==> src/rtl/uart_seq_pkg.sv <==
// Shared types and constants for the UART bus sequencer.
package uart_seq_pkg;

  typedef enum logic [2:0] {
    INIT_CPB,
    INIT_CTRL,
    IDLE,
    RX_POLL,
    RX_READ,
    TX_POLL,
    TX_WRITE,
    GAP
  } state_t;

  // UART register map
  localparam logic [3:0] ADDR_DR    = 4'd0;
  localparam logic [3:0] ADDR_CTRL  = 4'd1;
  localparam logic [3:0] ADDR_RSTAT = 4'd2;
  localparam logic [3:0] ADDR_TSTAT = 4'd3;
  localparam logic [3:0] ADDR_CPB   = 4'd4;

  // Status bit positions and control value (RX_EN | TX_EN)
  localparam int unsigned RXNE_BIT = 0;
  localparam int unsigned TC_BIT   = 0;
  localparam int unsigned CTRL_VAL = 3;

  // Index width for n requesters, never below one bit
  function automatic int unsigned idx_width(input int unsigned n);
    return (n > 1) ? $clog2(n) : 1;
  endfunction

endpackage

==> src/rtl/uart_seq_rr_arbiter.sv <==
// Combinational round-robin pick: first valid requester at or after rr_ptr, with wrap.
module uart_seq_rr_arbiter #(
  parameter int unsigned NREQ = 2,
  parameter int unsigned IW   = 1
) (
  input  logic [NREQ-1:0] req_valid,
  input  logic [IW-1:0]   rr_ptr,
  output logic [IW-1:0]   grant,
  output logic            any_valid
);

  logic [IW:0] sum;
  logic        found;

  // Scan NREQ positions starting at rr_ptr; first hit wins
  always_comb begin
    grant = '0;
    found = 1'b0;
    sum   = '0;
    for (int k = 0; k < NREQ; k++) begin
      sum = {1'b0, rr_ptr} + (IW+1)'(k);
      if (sum >= (IW+1)'(NREQ)) sum = sum - (IW+1)'(NREQ);
      if (!found && req_valid[sum[IW-1:0]]) begin
        grant = sum[IW-1:0];
        found = 1'b1;
      end
    end
  end

  assign any_valid = |req_valid;

endmodule

==> src/rtl/uart_seq.sv <==
// UART bus-master sequencer: programs the UART, then round-robins TX requesters
// and drains received bytes into a one-entry valid/ready buffer.
// Optional UART_SEQ_STATS_EN adds tx_count / rx_count statistics outputs.
module uart_seq
  import uart_seq_pkg::*;
#(
  parameter int unsigned WIDTH = 32,
  parameter int unsigned NREQ  = 2,
  parameter int unsigned CPB   = 216
) (
  input  logic              clk,
  input  logic              reset,
  input  logic [NREQ-1:0]   req_valid,
  input  logic [8*NREQ-1:0] req_data,
  output logic [NREQ-1:0]   req_ready,
  output logic              rx_valid,
  output logic [7:0]        rx_data,
  input  logic              rx_ready,
  output logic              init_done,
  output logic              u_cs,
  output logic              u_wen,
  output logic [3:0]        u_addr,
  output logic [WIDTH-1:0]  u_din,
  input  logic [WIDTH-1:0]  u_dout
`ifdef UART_SEQ_STATS_EN
  ,
  output logic [15:0]       tx_count,
  output logic [15:0]       rx_count
`endif
);

  localparam int unsigned IW = idx_width(NREQ);

  state_t        state, state_nx;
  logic [IW-1:0] rr_ptr;
  logic [IW-1:0] arb_grant;
  logic [IW-1:0] grant_q;
  logic          any_valid;
  logic          prefer_tx;
  logic [7:0]    grant_byte;
  logic          grant_valid;
  logic          unused_dout;

  assign unused_dout = ^u_dout[WIDTH-1:8];

  uart_seq_rr_arbiter #(
    .NREQ (NREQ),
    .IW   (IW)
  ) u_arb (
    .req_valid (req_valid),
    .rr_ptr    (rr_ptr),
    .grant     (arb_grant),
    .any_valid (any_valid)
  );

  // Select the latched grant's current valid and byte
  always_comb begin
    grant_byte  = '0;
    grant_valid = 1'b0;
    for (int k = 0; k < NREQ; k++) begin
      if (grant_q == IW'(k)) begin
        grant_byte  = req_data[8*k +: 8];
        grant_valid = req_valid[k];
      end
    end
  end

  // State register
  always_ff @(posedge clk) begin
    if (reset) state <= INIT_CPB;
    else       state <= state_nx;
  end

  // Next state and one-cycle bus access per access state
  always_comb begin
    state_nx  = state;
    u_cs      = 1'b0;
    u_wen     = 1'b0;
    u_addr    = '0;
    u_din     = '0;
    req_ready = '0;
    case (state)
      INIT_CPB: begin
        u_cs     = 1'b1;
        u_wen    = 1'b1;
        u_addr   = ADDR_CPB;
        u_din    = WIDTH'(CPB);
        state_nx = INIT_CTRL;
      end
      INIT_CTRL: begin
        u_cs     = 1'b1;
        u_wen    = 1'b1;
        u_addr   = ADDR_CTRL;
        u_din    = WIDTH'(CTRL_VAL);
        state_nx = IDLE;
      end
      IDLE: begin
        if (!rx_valid && any_valid) state_nx = prefer_tx ? TX_POLL : RX_POLL;
        else if (!rx_valid)         state_nx = RX_POLL;
        else if (any_valid)         state_nx = TX_POLL;
      end
      RX_POLL: begin
        u_cs     = 1'b1;
        u_addr   = ADDR_RSTAT;
        state_nx = u_dout[RXNE_BIT] ? RX_READ : IDLE;
      end
      RX_READ: begin
        u_cs     = 1'b1;
        u_addr   = ADDR_DR;
        state_nx = GAP;
      end
      TX_POLL: begin
        u_cs     = 1'b1;
        u_addr   = ADDR_TSTAT;
        state_nx = u_dout[TC_BIT] ? TX_WRITE : IDLE;
      end
      TX_WRITE: begin
        if (grant_valid) begin
          u_cs      = 1'b1;
          u_wen     = 1'b1;
          u_addr    = ADDR_DR;
          u_din     = WIDTH'(grant_byte);
          req_ready = NREQ'(1) << grant_q;
        end
        state_nx = GAP;
      end
      GAP:     state_nx = IDLE;
      default: state_nx = INIT_CPB;
    endcase
    // Bus stays quiet while held in reset
    if (reset) begin
      u_cs      = 1'b0;
      u_wen     = 1'b0;
      u_addr    = '0;
      u_din     = '0;
      req_ready = '0;
    end
  end

  // Datapath: init flag, arbitration state and the RX output buffer
  always_ff @(posedge clk) begin
    if (reset) begin
      init_done <= 1'b0;
      prefer_tx <= 1'b0;
      rr_ptr    <= '0;
      grant_q   <= '0;
      rx_valid  <= 1'b0;
      rx_data   <= '0;
    end else begin
      if (state == INIT_CTRL) init_done <= 1'b1;
      if (state == RX_POLL) prefer_tx <= 1'b1;
      if (state == TX_POLL) begin
        prefer_tx <= 1'b0;
        if (u_dout[TC_BIT]) grant_q <= arb_grant;
      end
      if (state == TX_WRITE && grant_valid)
        rr_ptr <= (grant_q == IW'(NREQ - 1)) ? '0 : grant_q + IW'(1);
      if (state == RX_READ) begin
        rx_data  <= u_dout[7:0];
        rx_valid <= 1'b1;
      end else if (rx_valid && rx_ready) begin
        rx_valid <= 1'b0;
      end
    end
  end

`ifdef UART_SEQ_STATS_EN
  // Transfer statistics, wrapping at 16 bits
  always_ff @(posedge clk) begin
    if (reset) begin
      tx_count <= '0;
      rx_count <= '0;
    end else begin
      if (state == TX_WRITE && grant_valid) tx_count <= tx_count + 16'd1;
      if (state == RX_READ)                 rx_count <= rx_count + 16'd1;
    end
  end
`endif

endmodule

==> config.mk <==
export PLATFORM = sky130hd
export DESIGN_NAME = uart_seq
export DESIGN_NICKNAME = d
export VERILOG_FILES = /design/src/rtl/uart_seq_pkg.sv /design/src/rtl/uart_seq_rr_arbiter.sv /design/src/rtl/uart_seq.sv
export SDC_FILE = /design/constraint.sdc
export NUM_CORES = 1
export LEC_CHECK = 0
export CAP_MARGIN = 30
export CELL_PAD_IN_SITES_DETAIL_PLACEMENT = 1
export CELL_PAD_IN_SITES_GLOBAL_PLACEMENT = 1
export CORE_UTILIZATION = 20
export DETAILED_ROUTE_END_ITERATION = 8
export PLACE_DENSITY = 0.84
export SYNTH_ARGS = -nofsm -noshare
export SYNTH_HDL_FRONTEND = slang
export SYNTH_SLANG_ARGS = --single-unit
==> constraint.sdc <==
create_clock -name clk -period 1.5 [get_ports clk]
set_input_delay 0.225 -clock clk [delete_from_list [all_inputs] [get_ports clk]]
set_output_delay 0.225 -clock clk [all_outputs]
set_load 0.02 [all_outputs]
==> results.md, run 1 <==
- Cts hold-fix bufs: 0
- Area of the core region: 5507 µm²
- Initial Utilization: 20.84%
- # DRC: 0
- Count of antenna-violating nets left after detailed routing: 0
- Kind of cell adding the most delay to the critical path: flip-flops
- Count of nets after finishing: 286
- Overall die height: 77.74 µm
- Number of non-filler instances in the completed layout: 304
- Combinational share of power: 40.8%
- Via total after detailed routing: 1,291
- Met1 routing resource usage after global routing: 14.33%
- Outcome: complete, but fails checks
- Crit-path max cell delay: 0.36 ns
- Proportion of synthesized chip area in sequential cells: 27.92%
- Master cell of the clock root buffer: sky130_fd_sc_hd__clkbuf_8
- Internal: 970.7 µW
- Clock-pin slew on the worst setup and hold paths: 0.07 ns
- Worst setup path class: reg2out
- Iter 0 DRT Violations: 10
- Worst path cell trace: mux2_4 -> buf_6 -> a31oi_4 -> nor2_1 -> buf_4
- Power consumption: 1436 µW
- Crit share post-route: 114.1%
- Global-route met2 utilization: 26.02%
- Number of warnings reported in the yosys synthesis log: 0
- Final number of max-transition violations: 0
- Final GP Congestion: 0.7384
- Number of H-tree levels: 1
- Area growth, synth to finish: 94.87%
- Startpoint kind of the worst setup timing path: flop
- Peak supply drop: 0.3574 mV
- Total global routing overflow: 0
- Hold Path Class: in2reg
- Worst hold slack after final layout: 0.4646 ns
- Max-cap violations: 0
- Sum of net half-perimeters after detailed placement: 2936 µm
- Failing checks: negative setup slack
- Required time of the critical path: 1.27 ns
- Setup repair after global routing missed its margin: yes
- Instance count of the mapped netlist: 144
- Buffers and inverters on the worst path: 2
- Number of buffers inserted by port buffering: 53
- Yosys cell types: 33
- Most congested layer reported by global routing: met2
- Critical-path top delay cell: sky130_fd_sc_hd__dfxtp_2
- Final worst-path setup slack: -0.2112 ns
- Post-route clock skew: 0.003965 ns
- Routed wire length: 4273 µm
- Clock sink total: 16
- Number of synthesized register bits: 16
- Critical path capture point type: output port
- Number of I/O pins: 103
- Clock tree from TritonCTS: yes
- Largest net degree at the start of global routing: 10
- Final hold violation count: 0
- Fillers: 648
- Worst Path Max Fanout: 5
- Min Clock Period, post-route: 1.711 ns
- Synthesized area per cell: 7.968 µm²
- Arrival time reported for the critical path endpoint: 1.49 ns
- Relative contribution of the clock network to total power: 27.3%
- Share of total power in sequential cells: 31.9%
- Post-detailed-route via-to-cell ratio: 4.247
- Global-route wire length before repair: 6492 µm
- Total power per unit cell area: 642.1 nW/µm²
- Insertion delay of the later-clocked pin in the worst-skew pair: 0.25 ns
- Leakage power figure: 0.0009246 µW
- Iteration count of the initial detailed-routing pass: 4
- Vias in the first global route: 1,379
- Initial antenna violation count: 0
- Width of the die: 77.74 µm
- GRT Resource Usage Total: 13.55%
- Die ar.: 6044 µm²
- Post-placement worst setup slack: -0.6302 ns
- Row cnt: 27
- Area of all sequential standard cells: 327.8 µm²
- Final routed wire length divided by cell count: 14.06 µm
- Buffer depth of the longest clock path: 2
- Clock buffer count from CTS: 3
- Net switching component of the power: 465.1 µW
- Fraction of layout instances using a drive strength above 1: 42.24%
- Setup violations, final: 10
- Multi-input gate area in the final layout: 907.1 µm²
- Antenna fix cells: 0
- Met3 Usage GRT: 3.412%
- Switching part of the total: 32.39%
- Placed cell count: 292
- Cell area after synthesis: 1147 µm²
- Highest attainable clock frequency: 584.4 MHz
metrics by stage:
step | setup TNS [ns] | instance area, µm² | utilization (%)
5_1_grt | -2.233 | 2236 | 40.60
2_1_floorplan | -0.1081 | 1237 | -
3_3_place_gp | -7.991 | 1873 | 34.02
6_report | -1.576 | 2236 | 40.60
4_1_cts | -1.502 | 2056 | 37.33
3_5_place_dp | -8.375 | 1873 | 34.02
routing by layer:
metal  vias up  routed length (µm)
li1        620                   -
met1       604                1612
met2        62                2304
met3         5                 312
met4         0                  44
met5         -                   0
cell families (layout without fill, tap and decap cells):
group / Yosys count / in the layout / synth area share (%)
other: 1 / 25 / 0.3268
and+or+nand+nor: 50 / 50 / 21.48
buffers and inverters: 36 / 100 / 21.05
DFF: 16 / 16 / 27.92
xor gates and xnor gates: 1 / 1 / 0.7635
muxes: 17 / 17 / 15.60
AOI/OAI and AO/OA: 23 / 23 / 12.87
placed cells by master, fill, tap and decap left out, types with 7 or more instances in the layout:
master | netlist | routed
sky130_fd_sc_hd__buf_4 | 27 | 37
sky130_fd_sc_hd__dfxtp_1 | 16 | 12
sky130_fd_sc_hd__mux2i_1 | 10 | 8
sky130_fd_sc_hd__mux2_4 | 0 | 7
sky130_fd_sc_hd__conb_1 | 1 | 25
sky130_fd_sc_hd__nor2_1 | 26 | 24
sky130_fd_sc_hd__clkdlybuf4s50_1 | 0 | 34
sky130_fd_sc_hd__buf_6 | 0 | 14
path summary, 6_finish.rpt:
| check | from | end | slack, ns | cells past startpoint |
|---|---|---|---|---|
| worst max-delay path | grant_q | u_din[1] | -0.21 | 5 |
| worst min-delay path | reset | grant_q | 0.46 | 4 |
| worst max register to register | state[1] | grant_q | 0.05 | 5 |
| worst min register to register | init_done | init_done | 0.49 | 2 |
cells in the mapped netlist (all sizes together):
| cell type | n | area share [%] |
|---|---|---|
| buf | 31 | 19 |
| nor2 | 26 | 8.5 |
| dfxtp | 16 | 28 |
| mux2i | 10 | 8.7 |
| a31oi | 8 | 4.4 |
| mux2 | 7 | 6.9 |
| nand2 | 5 | 1.6 |
| a21oi | 4 | 1.7 |
| nor3 | 4 | 1.7 |
| o21ai | 4 | 1.7 |
| inv | 3 | 0.98 |
| nand2b | 3 | 2.3 |
| nor2b | 3 | 1.6 |
| clkbuf | 2 | 0.65 |
| nand3 | 2 | 0.87 |
| nor3b | 2 | 1.3 |
| a211o | 1 | 0.76 |
| a211oi | 1 | 0.65 |
| a221oi | 1 | 0.76 |
| a2bb2oi | 1 | 0.76 |
| a32o | 1 | 0.87 |
| and3b | 1 | 0.76 |
| conb | 1 | 0.33 |
| nor4 | 1 | 0.55 |
| nor4b | 1 | 0.76 |
| o21a | 1 | 0.65 |
| o22ai | 1 | 0.55 |
| or2 | 1 | 0.55 |
| or4b | 1 | 0.87 |
| xnor2 | 1 | 0.76 |
worst min-delay path: stages:
cell,delay [ns]
sky130_fd_sc_hd__dlymetal6s2s_1,0.13
sky130_fd_sc_hd__buf_6,0.17
sky130_fd_sc_hd__buf_4,0.13
sky130_fd_sc_hd__a21oi_2,0.03
power by group through the flow:
stage          logic, µW  registers (µW)  clock network, µW
2_1_floorplan        276             473                  0
3_3_place_gp         478             464                  0
3_5_place_dp         490             466                  0
4_1_cts              529             457                410
5_1_grt              627             461                419
6_report             586             458                391
registers in the layout, indices dropped and copies added (netlist names):
name,count
prefer_tx,1
init_done,1
grant_q,1
rr_ptr,1
rx_data,8
state,3
rx_valid,1
repair_timing:
action	in CTS	in global routing
cloned	2	0
resized for setup	118	27
setup endpoints to repair	17	17
buffers inserted	3	5
pin swaps	14	7
layout make-up:
class / instances / share of cell area [%]
multi-input cells: 116 / 40.57
repair buffers: 93 / 37.77
flip-flops and latches: 16 / 14.66
well taps: 72 / 4.029
clock buffers: 4 / 2.462
inverters: 3 / 0.5036
(Power assumes the default switching activity.)
==> run 2: changes to the inputs <==
--- a/config.mk
+++ b/config.mk
@@ -5,7 +5,7 @@
 export SDC_FILE = /design/constraint.sdc
 export NUM_CORES = 1
 export LEC_CHECK = 0
-export CAP_MARGIN = 30
+export CAP_MARGIN = 0
 export CELL_PAD_IN_SITES_DETAIL_PLACEMENT = 1
 export CELL_PAD_IN_SITES_GLOBAL_PLACEMENT = 1
 export CORE_UTILIZATION = 20
==> results of run 2 <==
Same layout as run 1: the final DEF is identical, and so are final timing and power.
